==> config.mk <==
export PLATFORM = sky130hd
export DESIGN_NAME = instr_fetch
export DESIGN_NICKNAME = d
export VERILOG_FILES = /design/src/rtl/fetch_pkg.sv /design/src/rtl/fetch_fifo.sv /design/src/rtl/instr_fetch.sv
export SDC_FILE = /design/constraint.sdc
export NUM_CORES = 1
export LEC_CHECK = 0
export BUFFER_PORTS_ARGS = -buffer_cell sky130_fd_sc_hd__buf_2
export CAP_MARGIN = 30
export CORE_ASPECT_RATIO = 0.5
export CORE_MARGIN = 8
export CORE_UTILIZATION = 39
export DETAILED_ROUTE_END_ITERATION = 12
export SKIP_LAST_GASP = 1
export SLEW_MARGIN = 0
export SYNTH_ARGS = -nofsm -noshare
export SYNTH_HDL_FRONTEND = slang
export SYNTH_SLANG_ARGS = --single-unit
==> constraint.sdc <==
create_clock -name clk -period 2.2 [get_ports clk]
set_input_delay 0.11 -clock clk [delete_from_list [all_inputs] [get_ports clk]]
set_output_delay 0.11 -clock clk [all_outputs]
set_load 0.1 [all_outputs]
==> src/rtl/fetch_pkg.sv <==
// Shared widths, program-window constants and the FIFO entry layout for the fetch stage.
// Window: 1024 words starting at 0x940, so the last fetchable word is 0xD3F.
// Entry: PC address, out-of-window fault flag and the 32-bit instruction word.
package fetch_pkg;

    localparam int ADDR_W    = 13;
    localparam int DATA_W    = 32;
    localparam int IDX_W     = 10;
    localparam int WIN_WORDS = 1024;

    localparam logic [ADDR_W-1:0] BASE_ADDR = 13'h0940;
    localparam logic [ADDR_W-1:0] LAST_ADDR = BASE_ADDR + ADDR_W'(WIN_WORDS - 1);

    // Substituted for out-of-window fetches.
    localparam logic [DATA_W-1:0] NOP_INSTR = 32'h0000_0000;

    typedef struct packed {
        logic [ADDR_W-1:0] addr;
        logic              fault;
        logic [DATA_W-1:0] data;
    } fetch_entry_t;

endpackage

==> src/rtl/fetch_fifo.sv <==
// Purpose: small synchronous FIFO with flush; head entry and occupancy count exported.
// Latency: a push is visible at the head one cycle later; push and pop may share a cycle.
// Backpressure: the producer must respect count; a push into a full FIFO without a pop is dropped.
// Ports: clk, reset (async active-low), flush, push_vld/push_dat, pop, count, head_vld/head_dat.
module fetch_fifo
    import fetch_pkg::*;
#(
    parameter int  DEPTH = 3,
    parameter type dat_t = fetch_entry_t
) (
    input  logic                         clk,
    input  logic                         reset,
    input  logic                         flush,
    input  logic                         push_vld,
    input  dat_t                         push_dat,
    input  logic                         pop,
    output logic [$clog2(DEPTH+1)-1:0]   count,
    output logic                         head_vld,
    output dat_t                         head_dat
);

    localparam int PTR_W = (DEPTH > 1) ? $clog2(DEPTH) : 1;
    localparam int CNT_W = $clog2(DEPTH + 1);

    dat_t             mem_q [DEPTH];
    dat_t             mem_d [DEPTH];
    logic [PTR_W-1:0] wr_ptr_q, wr_ptr_d;
    logic [PTR_W-1:0] rd_ptr_q, rd_ptr_d;
    logic [CNT_W-1:0] count_q, count_d;
    logic             do_push, do_pop;

    // Pointers wrap at DEPTH, which need not be a power of two.
    function automatic logic [PTR_W-1:0] ptr_inc(input logic [PTR_W-1:0] p);
        return (p == PTR_W'(DEPTH - 1)) ? '0 : p + PTR_W'(1);
    endfunction

    always_comb begin
        mem_d    = mem_q;
        wr_ptr_d = wr_ptr_q;
        rd_ptr_d = rd_ptr_q;
        count_d  = count_q;
        do_pop   = pop && (count_q != '0);
        do_push  = push_vld && ((count_q != CNT_W'(DEPTH)) || do_pop);
        if (flush) begin
            wr_ptr_d = '0;
            rd_ptr_d = '0;
            count_d  = '0;
        end else begin
            if (do_push) begin
                mem_d[wr_ptr_q] = push_dat;
                wr_ptr_d        = ptr_inc(wr_ptr_q);
            end
            if (do_pop) begin
                rd_ptr_d = ptr_inc(rd_ptr_q);
            end
            case ({do_push, do_pop})
                2'b10:   count_d = count_q + CNT_W'(1);
                2'b01:   count_d = count_q - CNT_W'(1);
                default: count_d = count_q;
            endcase
        end
    end

    always_ff @(posedge clk or negedge reset) begin
        if (!reset) begin
            for (int i = 0; i < DEPTH; i++) begin
                mem_q[i] <= '0;
            end
            wr_ptr_q <= '0;
            rd_ptr_q <= '0;
            count_q  <= '0;
        end else begin
            mem_q    <= mem_d;
            wr_ptr_q <= wr_ptr_d;
            rd_ptr_q <= rd_ptr_d;
            count_q  <= count_d;
        end
    end

    assign count    = count_q;
    assign head_vld = (count_q != '0);
    assign head_dat = mem_q[rd_ptr_q];

endmodule

==> src/rtl/instr_fetch.sv <==
// Purpose: window-check PC addresses, read the instruction ROM and buffer results for decode.
// Latency: accept in cycle N -> instr_valid in N+2 when empty; sustains 1 instr/cycle.
// Backpressure: pc_ready counts FIFO entries plus the in-flight read; it never looks at instr_ready.
// Ports: clk, reset (async active-low), pc_addr/pc_valid/pc_ready, flush,
//        rom_en/rom_addr/rom_data, instr/instr_addr/instr_fault/instr_valid/instr_ready.
module instr_fetch
    import fetch_pkg::*;
#(
    parameter int FIFO_DEPTH = 3
) (
    input  logic              clk,
    input  logic              reset,
    input  logic [ADDR_W-1:0] pc_addr,
    input  logic              pc_valid,
    output logic              pc_ready,
    input  logic              flush,
    output logic              rom_en,
    output logic [IDX_W-1:0]  rom_addr,
    input  logic [DATA_W-1:0] rom_data,
    output logic [DATA_W-1:0] instr,
    output logic [ADDR_W-1:0] instr_addr,
    output logic              instr_fault,
    output logic              instr_valid,
    input  logic              instr_ready
);

    localparam int CNT_W = $clog2(FIFO_DEPTH + 1);
    localparam int OCC_W = CNT_W + 1;

    logic              inflight_q, inflight_d;
    logic [ADDR_W-1:0] if_addr_q, if_addr_d;
    logic              if_fault_q, if_fault_d;

    logic [CNT_W-1:0]  fifo_count;
    logic [OCC_W-1:0]  occupancy;
    logic [ADDR_W-1:0] win_offset;
    logic              in_window;
    logic              accept;
    logic              fifo_push;
    logic              fifo_pop;
    logic              head_vld;
    fetch_entry_t      push_entry;
    fetch_entry_t      head_entry;

    always_comb begin
        // Unsigned subtraction: addresses below BASE_ADDR wrap to large offsets,
        // so one compare covers both window edges.
        win_offset = pc_addr - BASE_ADDR;
        in_window  = (win_offset <= (LAST_ADDR - BASE_ADDR));

        // The in-flight read already owns a FIFO slot, so it is counted as occupancy.
        occupancy  = OCC_W'(fifo_count) + OCC_W'(inflight_q);
        pc_ready   = reset && !flush && (occupancy < OCC_W'(FIFO_DEPTH));
        accept     = pc_valid && pc_ready;

        rom_en     = accept && in_window;
        rom_addr   = rom_en ? win_offset[IDX_W-1:0] : '0;

        // Flush already blocks accept, which also clears the in-flight flag.
        inflight_d = accept;
        if_addr_d  = accept ? pc_addr : if_addr_q;
        if_fault_d = accept ? !in_window : if_fault_q;

        fifo_push        = inflight_q && !flush;
        push_entry.addr  = if_addr_q;
        push_entry.fault = if_fault_q;
        push_entry.data  = if_fault_q ? NOP_INSTR : rom_data;

        fifo_pop   = head_vld && instr_ready;
    end

    always_ff @(posedge clk or negedge reset) begin
        if (!reset) begin
            inflight_q <= 1'b0;
            if_addr_q  <= '0;
            if_fault_q <= 1'b0;
        end else begin
            inflight_q <= inflight_d;
            if_addr_q  <= if_addr_d;
            if_fault_q <= if_fault_d;
        end
    end

    fetch_fifo #(
        .DEPTH (FIFO_DEPTH),
        .dat_t (fetch_entry_t)
    ) u_fifo (
        .clk      (clk),
        .reset    (reset),
        .flush    (flush),
        .push_vld (fifo_push),
        .push_dat (push_entry),
        .pop      (fifo_pop),
        .count    (fifo_count),
        .head_vld (head_vld),
        .head_dat (head_entry)
    );

    assign instr       = head_entry.data;
    assign instr_addr  = head_entry.addr;
    assign instr_fault = head_entry.fault;
    assign instr_valid = head_vld;

endmodule
==> impl_metrics.yaml <==
pwr:
  p_sw_share_pct: 35.9
  p_per_area_nw_per_um2: 885
  p_leak_nw: 4.49
  p_clk_share_pct: 31.5
  p_sw_mw: 3.26
  p_seq_share_pct: 36.9
  vdd_drop_max_uv: 571
  finalPower_mw: 9.07
  cell_internal_pwr_mw: 5.81
  pwr-share-comb_pct: 31.6
layout:
  nets: 893
  final_area_um2: 10300
  final_layout_size_suffix_gt1_share_pct: 32.5
  syn2layout_area_growth_pct: 42.6
  fin_cells: 1093
  fin_util_pct: 56.3
  diodes: 0
worst_setup_path:
  r2r_start: "u_fifo.count[0]"
  cp-start-kind: "flop"
  arrival_ps: 2220
  path_max_fanout: 6
  crit_required_ps: 2090
  critPathCaptureType: "output pin"
  critPathKind: "flop to output pin"
  startpoint: "inflight_q"
synthesis:
  synthArstFlopShare_pct: 100
  syn_avg_cell_area_um2: 10.1
  synthFlopType: "dfrtp_1"
  syn_inst: 713
  synth-compound-area-share_pct: 11.8
  synth_xor_area_share_pct: 0.365
  seq_area_frac_synth_pct: 55.3
  synth-simple-area-share_pct: 13.2
  synth_fa_ha_area_share_pct: 0.522
  synth_seq_cells: 159
  synth_edf_count: 0
  synth_warnings: 0
  synth.net_count: 766
  synth.cell_area_um2: 7190
  synthMuxAreaShare_pct: 14.8
  synth_top_family_by_area: "multiplexers"
  ys_types: 33
timing:
  clock.fmax_ghz: 0.428
  final.period_utilization_pct: 106
  worst_slack_ps: -135
  finalClockSkew_ps: 10.7
  slew-limit-headroom_pct: 43.9
  tns_ps: -911
  setup_viol: 11
  hold_viol: 0
  rsz0062_at_grt: "yes"
  slew_violations: 0
  fin_crit_ps: 2330
  worst_pin_slew_ps: 842
routing:
  vias: 5421
  first_pass_iters: 4
  final_antenna_net_count: 0
  first_iter_violations: 257
  routed_wl_um: 17200
  viasPerCell: 4.96
  drc: 0
  wire_per_inst_um: 15.7
floorplan:
  core_um2: 18200
  die_x_um: 208
  die_h_um: 112
  start_util_pct: 39.5
  die_area_um2: 23300
  fp-row-count: 35
  num_io_pins: 109
min_path:
  hold_class: "input port to flop"
  worstHoldStart: "rom_data[18]"
cts:
  clock_latency_ps: 410
  cts_tree: "built"
  clock-sinks: 159
  cts_buffers: 17
  cts.reportedPaths.clkPinSlew_ps: 70
  cts_buffer_depth: 2
  cts_root_buf: "clkbuf_16"
  htree_num_levels: 4
placement:
  port_buffers: 108
  gp_congestion: 0.726
  dp.cells: 1030
  placed_cell_area_um2: 9340
  post-dp-hpwl_um: 11100
global_route:
  grt_use_total_pct: 15.0
  grt_pass1_wl_um: 29000
  first_global_vias: 5603
  antenna_found_initial: 0
  grt_overflow_total: 0
  grt_max_degree: 160
run:
  drv_cap: 0
run_status:
  violations: "negative setup slack"
  outcome: "complete, but fails checks"
per-stage QoR:
stage | worst slack, ps | hold WS, ps
after floorplan | -325 | -186
after global placement | 119 | 333
after detailed placement | 85.6 | 337
after CTS | -139 | 0.236
after global routing | -210 | 7.35
final | -135 | 14.5
power by group through the flow:
stage                     combinational (mW)  clock, mW  sequential (mW)
after floorplan                         1.85          0             3.35
after global placement                  2.83          0             3.39
after detailed placement                2.85          0             3.40
after CTS                               2.90       2.95             3.35
after global routing                    3.01       3.06             3.39
final                                   2.87       2.86             3.35
registers in the layout, summed over array words and instances (netlist names):
register         cells
u_fifo.wr_ptr_q      2
u_fifo.mem_q       138
u_fifo.rd_ptr_q      2
if_fault_q           1
if_addr_q           13
u_fifo.count         2
inflight_q           1
placed cells by master (no fill, tap or decap), types with 3 or more instances in the layout:
cell	Yosys	layout
nor2b_1	4	3
buf_4	0	14
dfrtp_1	159	157
mux2_4	26	26
mux2i_1	47	47
nor3_4	0	10
inv_6	0	4
nand2b_1	4	4
mux2_2	16	16
buf_2	4	50
a21oi_1	6	6
buf_12	0	63
o21ai_0	145	99
dlygate4sd3_1	0	26
nand3b_1	3	3
buf_6	7	3
inv_1	9	9
nand2_1	192	191
clkbuf_16	0	17
o21ai_4	0	18
clkinvlp_4	0	3
o21ai_1	10	10
nor2_1	7	5
o21ai_2	0	28
cell families (layout without fill, tap and decap cells):
kind of cell             count (synthesis)  after routing
AND/OR/NAND/NOR                        231            231
flip-flops                             159            159
buffers and inverters                   60            199
adder cells (fa/ha/maj)                  3              3
multiplexers                            91             91
XOR/XNOR                                 3              3
AO/OA/AOI/OAI                          166            167
final timing paths:
| kind | cells after the start | slack, ps | to |
|---|---|---|---|
| setup / recovery | 8 | -130 | rom_addr[3] |
| hold / removal | 3 | 10 | u_fifo.mem_q[110] |
| setup reg to reg | 5 | 260 | u_fifo.mem_q[40] |
| hold reg to reg | 2 | 480 | u_fifo.mem_q[98] |
| max in group asynchronous | 3 | 1140 | u_fifo.rd_ptr_q[1] |
| min in group asynchronous | 3 | 400 | u_fifo.count[1] |
layer usage:
layer | track usage (%) | up-vias | share of wire (%)
li1 | - | 2679 | -
met1 | 19.7 | 2631 | 47
met2 | 24.9 | 101 | 49
met3 | 3.28 | 10 | 4.1
met4 | 4.00 | 0 | 0.75
met5 | 0 | - | 0
what timing repair did:
action,CTS,global route
pin swaps,4,1
gates resized for setup,3,2
setup endpoints to repair,28,24
cloned,1,0
hold buffers,26,0
buffers inserted,3,1
endpoints found under the hold margin,197,0
critical path, cell delays in order, from the launching register on:
cell and delay (ps):
dfrtp_1 390, ha_2 210, ha_4 210, nand2_2 60
nand4b_1 100, buf_6 150, a31o_4 280, nor3_4 220
buf_12 200
synthesized netlist by cell type (all sizes together), types with 2 or more instances:
cell	number	area share (%)
mux2i	47	6.5
nand4b	2	0.24
dfrtp	159	55
or2	2	0.17
o21ai	155	11
a21oi	6	0.42
inv	9	0.47
nor3	12	0.84
nand2	192	10
xnor2	2	0.24
a31o	2	0.24
clkbuf	35	1.8
nor2	7	0.37
ha	3	0.52
nand3b	3	0.31
nor2b	4	0.35
or4b	2	0.28
mux2	44	8.2
nand2b	4	0.35
buf	15	1.6
final cells by class:
class / count / area, um2
clock buffer: 17 / 425
clock inverter: 15 / 159
fill: 1605 / 7960
inverter: 10 / 37.5
multi-input combinational: 495 / 3420
sequential: 159 / 3990
tap: 240 / 300
timing repair buffer: 157 / 1930
Power figures use the tool's default switching activity.
